**config.mk**
```make
export PLATFORM = sky130hd
export DESIGN_NAME = spi_master_ctrl
export DESIGN_NICKNAME = d
export VERILOG_FILES = /design/src/rtl/spi_ctrl_pkg.sv /design/src/rtl/spi_master_ctrl_sclk_gen.sv /design/src/rtl/spi_master_ctrl.sv
export SDC_FILE = /design/constraint.sdc
export NUM_CORES = 1
export LEC_CHECK = 0
export BUFFER_PORTS_ARGS = -buffer_cell sky130_fd_sc_hd__buf_2
export CAP_MARGIN = 30
export CORE_MARGIN = 2
export CORE_UTILIZATION = 40
export CTS_CLUSTER_DIAMETER = 120
export DETAILED_ROUTE_END_ITERATION = 6
export PLACE_DENSITY_LB_ADDON = 0.15
export SETUP_SLACK_MARGIN = 0.3
export SLEW_MARGIN = 40
export SYNTH_ARGS = -nofsm -noshare
export SYNTH_HDL_FRONTEND = slang
export SYNTH_SLANG_ARGS = --single-unit
```
**constraint.sdc**
```tcl
create_clock -name clk -period 4 [get_ports clk]
set_input_delay 1.2 -clock clk [delete_from_list [all_inputs] [get_ports clk]]
set_output_delay 1.2 -clock clk [all_outputs]
set_load 0.1 [all_outputs]
```
**src/rtl/spi_ctrl_pkg.sv**
```systemverilog
// Shared types and frame constants for the SPI master controller.
package spi_ctrl_pkg;

  typedef enum logic [2:0] {
    IDLE,
    SETUP,
    SHIFT,
    HOLD,
    DONE,
    GAP
  } state_t;

  localparam int CMD_BITS   = 8;
  localparam int DATA_BITS  = 8;
  localparam int FRAME_BITS = 16;

  localparam logic RW_READ  = 1'b1;
  localparam logic RW_WRITE = 1'b0;

endpackage

```
**src/rtl/spi_master_ctrl_sclk_gen.sv**
```systemverilog
// SPI clock generator: toggles sclk every CLK_DIV enabled cycles, idles low.
module sclk_gen #(
  parameter int CLK_DIV = 4
) (
  input  logic clk,
  input  logic rst_n,
  input  logic en,
  output logic sclk,
  output logic rise_strobe,
  output logic fall_strobe
);

  localparam int CW = $clog2(CLK_DIV);
  localparam logic [CW-1:0] CNT_LAST = CW'(CLK_DIV - 1);

  logic [CW-1:0] cnt;
  logic          wrap;

  assign wrap        = en && (cnt == CNT_LAST);
  assign rise_strobe = wrap && !sclk;
  assign fall_strobe = wrap && sclk;

  always_ff @(posedge clk) begin
    if (!rst_n) begin
      cnt  <= '0;
      sclk <= 1'b0;
    end else if (!en) begin
      cnt  <= '0;
      sclk <= 1'b0;
    end else if (wrap) begin
      cnt  <= '0;
      sclk <= ~sclk;
    end else begin
      cnt <= cnt + 1'b1;
    end
  end

endmodule

```
**src/rtl/spi_master_ctrl.sv**
```systemverilog
// Single-byte SPI master: {addr, rw} command then one data byte, MSB first.
module spi_master_ctrl
  import spi_ctrl_pkg::*;
#(
  parameter int CLK_DIV = 4
) (
  input  logic       clk,
  input  logic       rst_n,
  input  logic       req_valid,
  output logic       req_ready,
  input  logic       req_rw,
  input  logic [6:0] req_addr,
  input  logic [7:0] req_wdata,
  output logic       rsp_valid,
  output logic [7:0] rsp_rdata,
  output logic       busy,
  output logic       sclk,
  output logic       cs,
  output logic       mosi,
  input  logic       miso
);

  localparam int TW = $clog2(CLK_DIV);
  localparam logic [TW-1:0] TICK_LAST = TW'(CLK_DIV - 1);
  localparam logic [TW-1:0] GAP_LAST  = TW'(CLK_DIV - 2);

  state_t                  state;
  logic [3:0]              bit_cnt;
  logic [TW-1:0]           tick;
  logic [FRAME_BITS-1:0]   shreg;
  logic [FRAME_BITS-1:0]   frame;
  logic [DATA_BITS-1:0]    wdata_eff;
  logic [DATA_BITS-1:0]    rx;
  logic                    rw_q;
  logic                    tail;
  logic                    en;
  logic                    rise;
  logic                    fall;

  assign wdata_eff = (req_rw == RW_READ) ? '0 : req_wdata;
  assign frame     = {req_addr, req_rw, wdata_eff};

  // Low half of the last bit is timed locally so the generator never raises sclk again.
  assign tail = (bit_cnt == 4'd15) && !sclk;
  assign en   = (state == SETUP) || ((state == SHIFT) && !tail);

  sclk_gen #(.CLK_DIV(CLK_DIV)) u_sclk_gen (
    .clk         (clk),
    .rst_n       (rst_n),
    .en          (en),
    .sclk        (sclk),
    .rise_strobe (rise),
    .fall_strobe (fall)
  );

  always_ff @(posedge clk) begin
    if (!rst_n) begin
      state     <= IDLE;
      cs        <= 1'b1;
      mosi      <= 1'b0;
      rsp_valid <= 1'b0;
      rsp_rdata <= '0;
      busy      <= 1'b0;
      req_ready <= 1'b1;
      bit_cnt   <= '0;
      tick      <= '0;
      shreg     <= '0;
      rx        <= '0;
      rw_q      <= 1'b0;
    end else begin
      rsp_valid <= 1'b0;
      case (state)
        IDLE: begin
          if (req_valid && req_ready) begin
            state     <= SETUP;
            rw_q      <= req_rw;
            mosi      <= frame[FRAME_BITS-1];
            shreg     <= {frame[FRAME_BITS-2:0], 1'b0};
            cs        <= 1'b0;
            busy      <= 1'b1;
            req_ready <= 1'b0;
            bit_cnt   <= '0;
            tick      <= '0;
            rx        <= '0;
          end
        end
        SETUP: begin
          if (rise) state <= SHIFT;
        end
        SHIFT: begin
          if (tail) begin
            if (tick == TICK_LAST) begin
              state <= HOLD;
              tick  <= '0;
            end else begin
              tick <= tick + 1'b1;
            end
          end else begin
            if (fall) begin
              mosi  <= shreg[FRAME_BITS-1];
              shreg <= {shreg[FRAME_BITS-2:0], 1'b0};
            end
            // The rise ending period n starts bit n+1, so data bits arrive from bit_cnt 7 on.
            if (rise) begin
              bit_cnt <= bit_cnt + 4'd1;
              if (bit_cnt >= 4'(CMD_BITS - 1)) rx <= {rx[DATA_BITS-2:0], miso};
            end
          end
        end
        HOLD: begin
          if (tick == TICK_LAST) begin
            state     <= DONE;
            tick      <= '0;
            cs        <= 1'b1;
            rsp_valid <= 1'b1;
            rsp_rdata <= (rw_q == RW_WRITE) ? '0 : rx;
          end else begin
            tick <= tick + 1'b1;
          end
        end
        DONE: begin
          state <= GAP;
        end
        GAP: begin
          if (tick == GAP_LAST) begin
            state     <= IDLE;
            busy      <= 1'b0;
            req_ready <= 1'b1;
          end else begin
            tick <= tick + 1'b1;
          end
        end
        default: state <= IDLE;
      endcase
    end
  end

endmodule
```
After elaboration in Yosys (flattened, before gate mapping)
Index checks and enable logic that the tools add are counted.

operators by class
  add/sub/neg operators = 3
  order comparisons = 1
  equality and inequality tests = 20
  muxes and demuxes = 40
  bitwise logic cells = 3
  reduce and logical (&&, ||, !) cells = 26

operators by type and width
  cell                                           count
  2-to-1 mux 16 bit                              3
  2-to-1 mux 8 bit                               6
  case mux 16 bit (2 select lines)               1
  2-to-1 mux 3 bit                               6
  inequality test 2 bit, second input constant   9
  case mux 3 bit (6 select lines)                1
  case mux 8 bit (2 select lines)                1
  2-to-1 mux 4 bit                               3
  AND reduction 4 bit                            3
  2-to-1 mux 1 bit                               9
  2-to-1 mux 2 bit                               4
  case mux 1 bit (2 select lines)                4
  case mux 2 bit (4 select lines)                1
  case mux 4 bit (2 select lines)                1
  AND reduction 2 bit                            4
  == test 2 bit, second input constant           3
  == test 3 x 2 -> 1 bit, second input constant  2
  == test 3 bit, second input constant           2
  logical AND 1 bit                              6
  AND reduction 3 bit                            2
  AND reduction 6 bit                            1
  nonzero test 2 bit                             3
  AND reduction 5 bit                            1
  adder 2 x 1 -> 2 bit, second input constant    2
  other kinds (11)                               15

storage, ports and cells
  flip-flop bits (word level) = 50
  input port bits = 20
  output and inout bits = 14

Longest topological paths before layout
Gate-level depths: netlist (run 1).

  word-level depth = 10
  depth in mapped cells = 6

Modules after synthesis
Synthesis (run 1) repeated with hierarchy kept, for this count alone.

second synthesis, totals
  cell total of the unflattened synthesis = 241
  area total of the unflattened synthesis = 2,185.8 um^2

by module, submodules not included
  module           times used  cells each  area each (um^2)
  spi_master_ctrl  1           229         2,069.5
  sclk_gen         1           12          116.4

Worst setup path before layout (run 1)
No wires, ideal clock.

  path type = reg-to-output
  start = register u_sclk_gen.sclk
  end = output sclk
  arrival = 0.981 ns
  path slack = 1.819 ns
  stages on the path, launching flop included = 1
  cell sequence = dfxtp_1

RTL lines
  element                 RTL line                        RTL
  start, declared         spi_master_ctrl_sclk_gen.sv:8   output logic sclk,
  start signal, assigned  spi_master_ctrl_sclk_gen.sv:32  sclk <= ~sclk;
  end, declared           spi_master_ctrl.sv:17           output logic sclk,

No word-level cell between the ends.

Worst setup path in the final report (run 1)
  start = register u_sclk_gen.sclk
  end = output sclk

No word-level cell between the ends.

==> results of run 1 <==
[cell usage after synthesis (2+ instances only)]
cell type | instances | area share
sky130_fd_sc_hd__a22o_1 | 8 | 0.031
sky130_fd_sc_hd__o21ai_0 | 3 | 0.0065
sky130_fd_sc_hd__nand4b_1 | 2 | 0.0076
sky130_fd_sc_hd__nand2_1 | 19 | 0.031
sky130_fd_sc_hd__nor2b_1 | 3 | 0.0082
sky130_fd_sc_hd__ha_1 | 4 | 0.022
sky130_fd_sc_hd__a21oi_1 | 13 | 0.028
sky130_fd_sc_hd__nor2_1 | 19 | 0.031
sky130_fd_sc_hd__nor3_1 | 2 | 0.0044
sky130_fd_sc_hd__buf_4 | 5 | 0.016
sky130_fd_sc_hd__nand2b_1 | 2 | 0.0054
sky130_fd_sc_hd__a31oi_1 | 3 | 0.0082
sky130_fd_sc_hd__and3b_1 | 3 | 0.011
sky130_fd_sc_hd__buf_2 | 6 | 0.013
sky130_fd_sc_hd__inv_1 | 4 | 0.0065
sky130_fd_sc_hd__clkbuf_1 | 4 | 0.0065
sky130_fd_sc_hd__mux2i_1 | 18 | 0.078
sky130_fd_sc_hd__dfxtp_1 | 49 | 0.43
sky130_fd_sc_hd__a211oi_2 | 15 | 0.082
sky130_fd_sc_hd__nor3b_1 | 8 | 0.026
sky130_fd_sc_hd__nand3_1 | 13 | 0.028
[worst register-to-register path: stages (launching register included)]
cell	delay (ns)
sky130_fd_sc_hd__dfxtp_1	0.49
sky130_fd_sc_hd__and3b_1	0.40
sky130_fd_sc_hd__a32o_2	0.67
sky130_fd_sc_hd__mux2i_1	0.26
sky130_fd_sc_hd__nor2_1	0.05
[state kept, by name, indices dropped and copies added (netlist names)]
| name | flops |
|---|---|
| rsp_valid | 1 |
| rw_q | 1 |
| cs | 1 |
| bit_cnt | 4 |
| mosi | 1 |
| rsp_rdata | 8 |
| state | 3 |
| busy | 1 |
| tick | 2 |
| req_ready | 1 |
| shreg | 15 |
| rx | 8 |
| u_sclk_gen.cnt | 2 |
| u_sclk_gen.sclk | 1 |
[power by group]
part / total, W / internal [W] / leakage [nW] / switching [W]
Combinational: 0.000298 / 0.000109 / 0.592 / 0.000189
Clock: 0.000291 / 0.000124 / 0.0481 / 0.000167
Sequential: 0.000569 / 0.000532 / 0.399 / 0.0000373
Total: 0.00116 / 0.000765 / 1.04 / 0.000394
[worst max path at each step]
stage | from | end | slack, ns | depth (start not counted)
after floorplan | u_sclk_gen.sclk | sclk | 1.82 | 0
after global placement | req_valid | shreg[1] | 1.36 | 5
after detailed placement | req_valid | shreg[1] | 1.32 | 5
after CTS | u_sclk_gen.sclk | sclk | 1.60 | 1
after global routing | req_valid | shreg[6] | 1.53 | 5
final | u_sclk_gen.sclk | sclk | 1.62 | 1
[area by class of cell]
cell class,count,area (um2),area share
inverters,4,15.0,0.00581
repair buffers,36,188,0.0726
clock buffers,5,68.8,0.0266
clock inverters,3,22.5,0.00871
well taps,72,90.1,0.0348
flip-flops and latches,49,981,0.379
multi-input cells,164,1220,0.472
[kinds of logic (layout without fill, tap and decap cells)]
kind of cell               Yosys count  count (layout)
and+or+nand+nor                     81              81
muxes                               18              18
buffers and inverters               20              48
adders and majority gates            4               4
DFF                                 49              49
xor gates and xnor gates             2               2
AOI/OAI and AO/OA                   59              59
[metal layers]
metal	share of wire	vias to the layer above
li1	-	912
met1	0.50	801
met2	0.44	34
met3	0.046	2
met4	0.0078	0
met5	0	-
[through the flow]
stage	setup slack [ns]	cell area, um2	instances
floorplan	1.82	2300	233
global placement	1.36	2490	325
detailed placement	1.32	2490	325
CTS	1.60	2580	333
global route	1.53	2590	333
finish	1.62	2590	333
==> results list, run 1 <==
* Area of the mapped netlist: 0.00230 mm2
* Register bit total from synthesis: 49
- Clock skew on the completed layout was measured at 0.00728 ns.
* Number of buffers inserted by port buffering: 33
- Number of H-tree branching levels: 2
* Clock edge transition at the registers on the reported setup and hold paths: 0.09 ns
- The design draws 0.00116 W.
* Parity-gate share of the synthesized area counting xor and xnor cells: 0.00763
- The initial utilization of the core area, before any placement, comes to 0.415.
- For this design the static power due to leakage is 1.04 nW.
- Buffers inserted during clock tree synthesis total 5.
* Post-synthesis adder-cell area fraction: 0.0218
- Fin. Hold Viols: 0
- The critical path is of the register to primary output type.
- Cell depth of the worst min-delay path: 1
* Actual slew at the worst max-slew pin: 0.755 ns
- Setup TNS: 0 ns
* Commonest cells after routing, fill and taps aside: sky130_fd_sc_hd__dfxtp_1 (49), sky130_fd_sc_hd__buf_2 (33), sky130_fd_sc_hd__nor2_1 (19), sky130_fd_sc_hd__nand2_1 (19), sky130_fd_sc_hd__mux2i_1 (18)
* Fraction of met1 tracks used by global routing: 0.188
- In the final routed layout, each cell accounts on average for 13.5 um.
- Leaving out fill and tap cells, the most frequent cell in the layout is sky130_fd_sc_hd__dfxtp_1.
- Of all nets on the critical path, the largest fanout is 5.
* Slowest Stage Delay on Critical Path: 0.46 ns
- Of all flip-flops after synthesis, the portion carrying an async set or reset was 0.
- Distinct cell type count after synthesis: 51
* Gate count after technology mapping: 233
- Before antenna repair, the detailed router went through 4 iterations.
- Simple logic cell fraction of the synthesized area: 0.193
- Worst relative slew slack: 0.497
- Critical path launch point type: register
- At the worst endpoint, the required time is 2.80 ns.
- The number of pins exceeding their max-slew limit in the final report is 0.
- Across the run, the number of max-cap violations was 0.
- Avg Inst Size Synth: 9.86 um2
- The first routing iteration left 100 violations.
- Part of the Yosys area used for sequential elements: 0.427
- Number of flops mapped to enable cells by yosys: 0
- Latest clock arrival within the worst-skew pair: 0.30 ns
- Number of placement rows: 27
- The worst path in the final design needs a cycle of 2.38 ns, including I/O delays and setup.
- Mux cell area share after synthesis: 0.0784
* # resized after CTS: 0
* Die Footprint: 0.00636 mm2
* Width of the chip: 79.8 um
* Result of the run: complete, no violations
* Hold path start: u_sclk_gen.cnt[0]
* Routability congestion estimate: 0.759
* Area Overhead vs Synth: 12.6%
- In this run the critical register-to-register path is captured at shreg[1].
- Top_reg_cell synth: sky130_fd_sc_hd__dfxtp_1
- RSZ-0062 raised after global routing: false
- Net count of the finished layout: 284
- For this run, global-route usage on met2 was measured as 0.244.
- For met3 alone, demand over resource in global routing was 0.0486.
- In this run the most used layer during global routing was met2.
- The number of global-route vias before repair was 1650.
* Clk buf depth: 2
- Total gr overflow: 0
- Dividing the detail-routed via count by the number of cells gives 5.25.
- Chain of cells forming the critical path: buf_2
- First-pass GRT wire length: 7.55 mm
- The initial antenna violation count was 0.
- Summed over all layers, the routed wires come to 4.50 mm.
- By area, the combinational part of the netlist is dominated by compound AO/OA/AOI/OAI gates.
* CTS Root Cell: sky130_fd_sc_hd__clkbuf_8
* Final HPWL DP: 3.03 mm
* FF-to-FF setup slack: 2.02 ns
- Fill cells in the final layout number 556.
- The worst setup path is captured at a primary output.
* Residual DRC: 0
- Final-report setup violation count: 0
- The worst hold path belongs to the class register to register.
- CTS Sinks: 49
- Power density over the cells: 448 mW/mm2
* Peak supply drop: 0.000196 V
- Number of warning messages in the yosys log: 0
- Derived from the worst setup path, the maximum achievable clock frequency is 0.420 GHz.
- For the worst flop-to-flop path, the logic depth is 4.
- GRT Util Overall: 0.150
- Synthesized netlist net count: 257
- Data on the critical path arrives at its endpoint at 1.18 ns.
- Post-layout utilization of the core: 0.467
- Post CTS Setup Buffer Count: 0
- Counting both buffers and inverters, the worst setup path holds a total of 1.
* Hold-fix buffer count after cts: 0
* Ratio of cells with drive above 1 in the final layout: 0.261
- The repair_antennas step left the layout with diodes totalling 0.
- The total area inside the core boundary comes to 0.00554 mm2.
- TritonCTS clock tree: yes
* Master of the slowest instance on the critical path: sky130_fd_sc_hd__buf_2
- Maximum number of pins on one net before global-route repair: 32
- Dividing the final minimum period by the clock period gives 0.595.
* Largest delay share family, worst path: buffers and inverters
- Hold path endpoint: u_sclk_gen.cnt[0]
- Total number of vias: 1749
- In this run the critical register-to-register path is launched from state[0].
- DIE HEIGHT: 79.8 um
- On the final layout, the worst hold slack is 0.429 ns.
* Num ports: 34
- Count of nets left with antenna violations after detail routing: 0
* Synth Area in Compound Gates: 0.228
Power figures use the tool's default switching activity.
==> run 2: changes to the inputs <==
clock period = 2.3 ns   (was 4 ns; I/O delays follow)
==> run 2 against run 1 <==
  * Worst setup slack worse by 1.2 ns
  * Sequential power up 74%
  * Hold slack better by 0.0065 ns
  * Sequential share of layout area down 0.39 points
  * Clock skew about the same
  * Routed wire length down 1.2%
==> results list, run 2 (same netlist as run 1, synthesis figures left out) <==
* Kind of capture point of the worst setup path: register
- The floorplan step defined a die boundary enclosing 0.00636 mm2.
- Critical path launch point type: register
* Total gr overflow: 0
* Area Overhead vs Synth: 14.1%
* Type of the tightest min-delay check: register to register
- Detailed-route wire length per cell: 13.2 um
- Across every metal layer, demand over resource in global routing totals 0.151.
* Crit-path max FO: 16
* Routability congestion estimate: 0.789
* Number of clock buffers inserted by TritonCTS: 5
- For this block, the initial DRC count from the detailed router was 77.
* Number of global-route vias before repair: 1632
- Dividing the final minimum period by the clock period gives 0.803.
* Commonest cells after routing, fill and taps aside: sky130_fd_sc_hd__dfxtp_1 (47), sky130_fd_sc_hd__buf_2 (33), sky130_fd_sc_hd__nor2_1 (19), sky130_fd_sc_hd__nand2_1 (19), sky130_fd_sc_hd__mux2i_1 (18)
- Clock edge transition at the registers on the reported setup and hold paths: 0.09 ns
- The routed layout has 1784 vias.
- Power density over the cells: 773 mW/mm2
- Most common cell after layout, fill and taps aside: sky130_fd_sc_hd__dfxtp_1
* Number of cell instances on the worst register-to-register path: 3
- DRT Wirelength: 4.45 mm
- After legalization and detailed placement, the total HPWL measured 3.11 mm.
- Setup violations remaining at the end of the flow were counted as 0.
* Number of buffers inserted by port buffering: 33
- The initial antenna violation count is 0.
- Num ports: 34
- For this run, design rule violations remaining after detail routing come to 0.
* Clk buf depth: 2
- Based on the critical path, the design can be clocked at up to 0.542 GHz.
* CTS Sinks: 49
- Setup repair after global routing left no endpoint under its margin.
- The tool flagged a number of max-cap violations equal to 0.
- CTS Root Cell: sky130_fd_sc_hd__clkbuf_8
- The share of total power dissipated in combinational logic is 0.266.
* Setup Skew: 0.00731 ns
- Counting instances, the worst hold path has a depth of 1.
- In the final timing run, aggregate negative setup slack is 0 ns.
- Clock network fraction of total power: 0.246
- The share of total power dissipated in sequential elements is 0.488.
- Placeable Area: 0.00554 mm2
- IR analysis of the VDD net gives a maximum drop of 0.000429 V.
- Headroom to the max-slew limit came out at 0.646.
- Flip-flop count of the largest register after layout: 15
* Most flops, register: shreg
* Number of H-tree branching levels: 2
* Overall power consumption: 0.00202 W
- Detailed Routing Iterations Pass 1: 4
- The layout has 561 filler cells.
- The number of antenna diodes in the final layout is 0.
- Count of nets left with antenna violations after detail routing: 0
- Result of the run: complete, no violations
- Of the total power, the share spent switching nets is 0.337.
- LEAKAGE: 1.06 nW
- FF-to-FF setup slack: 0.45 ns
* Fin. Hold Viols: 0
* Internal power summed over all cells: 0.00134 W
* Net count of the finished layout: 288
- Total non-filler cell area in the finished layout: 0.00262 mm2
* Ratio of cells with drive above 1 in the final layout: 0.275
- In the final layout, the registers with the most flip-flops are shreg: 15 flops, rsp_rdata: 8 flops, rx: 8 flops.
- TritonCTS clock tree: yes
* Post CTS Setup Buffer Count: 0
* Arrival time at the worst endpoint: 2.04 ns
- Maximum number of pins on one net before global-route repair: 32
* First-pass GRT wire length: 7.67 mm
- Type of the setup path with the least slack: register to register
- In this run the critical register-to-register path is launched from state[0].
* Hold path start: u_sclk_gen.cnt[0]
- The worst register-to-register path ends at state[0].
* Required arrival time at the worst endpoint: 2.49 ns
- The die is 79.8 um tall.
- Switching power: 0.000681 W
* Number of placement rows: 27
- Dividing the detail-routed via count by the number of cells gives 5.29.
- Total count of max-transition violations in the final report: 0
- Placed cell areas: 0.00253 mm2
* Effective utilization at floorplan: 0.415
- Post-Route Hold Slack: 0.436 ns
* Hold path endpoint: u_sclk_gen.cnt[0]
- Latest clock arrival within the worst-skew pair: 0.30 ns
* Width of the chip: 79.8 um
- Crit path time final: 1.85 ns
- Actual slew at the worst max-slew pin: 0.530 ns
## run 2: changes by cell type in the layout (fill, tap and decap cells not counted), sizes merged
cell,before,now
clkinvlp,0,1
clkinv,3,2
buf,36,40
## run 2: critical path, cell delays in order (launching register included)
cell	delay (ns)
sky130_fd_sc_hd__dfxtp_1	0.48
sky130_fd_sc_hd__or3b_2	0.69
sky130_fd_sc_hd__o221a_2	0.38
sky130_fd_sc_hd__a31o_2	0.20
## run 2: worst max path at each step
stage	startpoint	cells past startpoint	to
after floorplan	req_ready	5	mosi
after global placement	state[1]	3	state[0]
after detailed placement	state[1]	3	state[0]
after CTS	state[1]	3	state[0]
after global routing	u_sclk_gen.cnt[0]	5	bit_cnt[1]
final	state[0]	3	state[0]
## run 2: timing repair
item,in CTS,in global routing
resized for setup,0,1
hold buffers,0,0
endpoints found under the setup margin,0,8
## run 2: layer usage
layer / global-route usage / vias to the layer above / share of wire
met1: 0.207 / 820 / 0.49
met3: 0.0339 / 2 / 0.034
li1: - / 923 / -
met5: 0 / - / 0
met2: 0.238 / 39 / 0.47
met4: 0.0407 / 0 / 0.0052
## run 2: area by class of cell
| class | instances | area [um2] | share of cell area |
|---|---|---|---|
| Multi-Input combinational cell | 164 | 1210 | 0.464 |
| Sequential cell | 49 | 983 | 0.375 |
| Timing Repair Buffer | 40 | 230 | 0.0879 |
| Tap cell | 72 | 90.1 | 0.0344 |
| Clock buffer | 5 | 68.8 | 0.0263 |
| Clock inverter | 3 | 17.5 | 0.00669 |
| Inverter | 4 | 15.0 | 0.00573 |
## run 2: power groups by stage
stage               Combinational, W  Sequential (W)  Clock, W
global placement            0.000541         0.00101         0
CTS                         0.000547        0.000986  0.000516
floorplan                   0.000377         0.00107         0
finish                      0.000540        0.000988  0.000497
detailed placement          0.000544         0.00101         0
global route                0.000594         0.00100  0.000554
## run 2: through the flow
step,setup slack [ns],instances,util
6_report,0.453,337,0.473
5_1_grt,0.333,337,0.473
4_1_cts,0.403,337,0.473
3_5_place_dp,0.415,329,0.457
3_3_place_gp,0.438,329,0.457
2_1_floorplan,0.302,233,-
==> run 3: changes to the inputs <==
clock period = 1.9 ns   (was 2.3 ns; I/O delays follow)
==> run 3 against run 2 <==
  * Utilization increased by 4.1 points
  * Highest routed layer unchanged
  * Non-clock buffer count increased by 9
  * First-iteration DRC count increased by 40%
  * Critical path depth decreased by 2
  * Largest power group unchanged
==> results list, run 3 (same netlist as run 1, synthesis figures left out) <==
* Number of clock buffers inserted by TritonCTS: 5
- Setup repair after global routing left no endpoint under its margin.
- After floorplanning, the core was sized to cover 0.00554 mm2.
* Final HPWL DP: 3.23 mm
- The flow ran to the end, and the final reports show no timing, DRC or antenna violations.
- Measured along the y axis, the die boundary spans 79.8 um.
- Across the VDD grid, the largest voltage drop is 0.000418 V.
- During placement, the flow inserted port buffers numbering 33.
- Counting along the longest clock path gives a buffer depth of 2.
- CTS Sinks: 49
- The number of global-route vias before repair was 1786.
- Clock edge transition at the registers on the reported setup and hold paths: 0.09 ns
- Initial detailed-routing violation count: 108
- Total number of vias: 1848
- Number of placement rows: 27
* Type of the setup path with the least slack: register to primary output
* Crit-path max FO: 5
* Largest registers in the final layout: shreg: 15 flops, rsp_rdata: 8 flops, rx: 8 flops
- The first global-routing pass estimated 8.37 mm of wire.
- Fin. Hold Viols: 0
- Counting both buffers and inverters, the worst setup path holds a total of 1.
* Detailed Routing Iterations Pass 1: 4
- Setup Skew: 0.0102 ns
- DRT Wirelength: 4.80 mm
- LEAKAGE: 1.13 nW
- The top cell types in the final layout, fill and taps aside, are sky130_fd_sc_hd__dfxtp_1 (41), sky130_fd_sc_hd__buf_4 (27), sky130_fd_sc_hd__buf_2 (19).
* Crit path time final: 1.57 ns
- The worst setup path is captured at a primary output.
* Area Overhead vs Synth: 23.9%
* Upper clock frequency limit: 0.638 GHz
- Via/cell ratio: 5.34
- After detailed routing, the average wire length per cell comes to 13.9 um.
- The placed instances occupy a cell area of 0.00258 mm2.
- STA classifies the critical path startpoint as a register.
- Grouping stages by cell kind, the critical path spends the most delay in flip-flops.
* Most flops, register: shreg
* Share of the cycle needed by the critical path after routing: 0.825
* Most common cell after layout, fill and taps aside: sky130_fd_sc_hd__dfxtp_1
- Latest clock arrival within the worst-skew pair: 0.30 ns
- Power density over the cells: 951 mW/mm2
- Arrival time at the worst endpoint: 1.00 ns
- After filler insertion, the fill cell instance count of the layout stands at 540.
- Entering global routing, the biggest net connects 32 pins.
- The tool flagged a number of max-cap violations equal to 0.
- Worst relative slew slack: 0.808
- The tightest min-delay check is of the register to register type.
* Post-layout utilization of the core: 0.514
- Once detail routing completed, the nets flagged for antenna violations numbered 0.
* Setup TNS: 0 ns
- Final-report setup violation count: 0
* Antenna fix cells: 0
* Residual DRC: 0
- The clock tree synthesis step divided the H-tree into 2 levels.
- Routability congestion estimate: 0.731
* Chain of cells forming the critical path: buf_4
* Total count of max-transition violations in the final report: 0
- The floorplan step set the die width to 79.8 um.
* GRT Util Overall: 0.164
- Launching instance or port of the critical path: u_sclk_gen.sclk
* Hold path start: cs
- CTS Root Cell: sky130_fd_sc_hd__clkbuf_8
- Num ports: 34
- The total overflow left after global routing is 0.
- Required arrival time at the worst endpoint: 1.33 ns
- Actual slew at the worst max-slew pin: 0.284 ns
* Flip-flop count of the largest register after layout: 15
* Post-Route Hold Slack: 0.446 ns
* Net count of the finished layout: 297
- The largest individual stage delay along the critical path comes from the cell sky130_fd_sc_hd__dfxtp_4.
* Antenna violations before repair: 0
* Ratio of cells with drive above 1 in the final layout: 0.361
- Effective utilization at floorplan: 0.415
- TritonCTS clock tree: yes
- For this run, the slowest stage of the critical path takes 0.40 ns.
* Total non-filler cell area in the finished layout: 0.00285 mm2
* Launch instance of the worst register-to-register path: u_sclk_gen.cnt[0]
* Die Footprint: 0.00636 mm2
## run 3: cell count changes in the layout (fill, tap and decap cells not counted), sizes merged
cell	delta
clkinvlp	-1
inv	+1
clkinv	-1
bufinv	+1
buf	+9
## run 3: area by class of cell
cell class                 count  area (um2)  area share
sequential                    49         998       0.351
timing repair buffer          49         349       0.123
inverter                       4        15.0     0.00527
clock buffer                   5        68.8      0.0242
clock inverter                 3        43.8      0.0154
multi-input combinational    164        1280       0.450
tap                           72        90.1      0.0316
## run 3: metal layers
| layer | wire length (um) | vias to the layer above | GRT usage |
|---|---|---|---|
| li1 | - | 936 | - |
| met1 | 2260 | 867 | 0.216 |
| met2 | 2290 | 37 | 0.265 |
| met3 | 168 | 8 | 0.0385 |
| met4 | 83 | 0 | 0.0576 |
| met5 | 0 | - | 0 |
## run 3: final timing paths
kind                                 end  slack [ns]  cells after the start
worst min register to register        cs        0.45                      2
worst max-delay path                sclk        0.33                      1
worst min-delay path                  cs        0.45                      2
worst max register to register  state[0]        0.36                      5
## run 3: power breakdown
| group | internal, W | leakage (nW) | switching (W) |
|---|---|---|---|
| logic | 0.000318 | 0.673 | 0.000437 |
| clock network | 0.000395 | 0.0585 | 0.000362 |
| registers | 0.00112 | 0.403 | 0.0000729 |
## run 3: metrics by stage
stage | setup slack (ns) | power, W | instances
finish | 0.332 | 0.00271 | 346
global route | 0.305 | 0.00286 | 346
CTS | 0.311 | 0.00271 | 343
detailed placement | 0.196 | 0.00191 | 334
global placement | 0.204 | 0.00190 | 334
floorplan | 0.375 | 0.00176 | 233
## run 3: repair_timing
| action | CTS | global route |
|---|---|---|
| pin swaps | 2 | 4 |
| setup endpoints to repair | 50 | 39 |
| resized for setup | 25 | 15 |
| endpoints found under the hold margin | 0 | 0 |
| setup buffers | 1 | 3 |
| hold buffers | 0 | 0 |
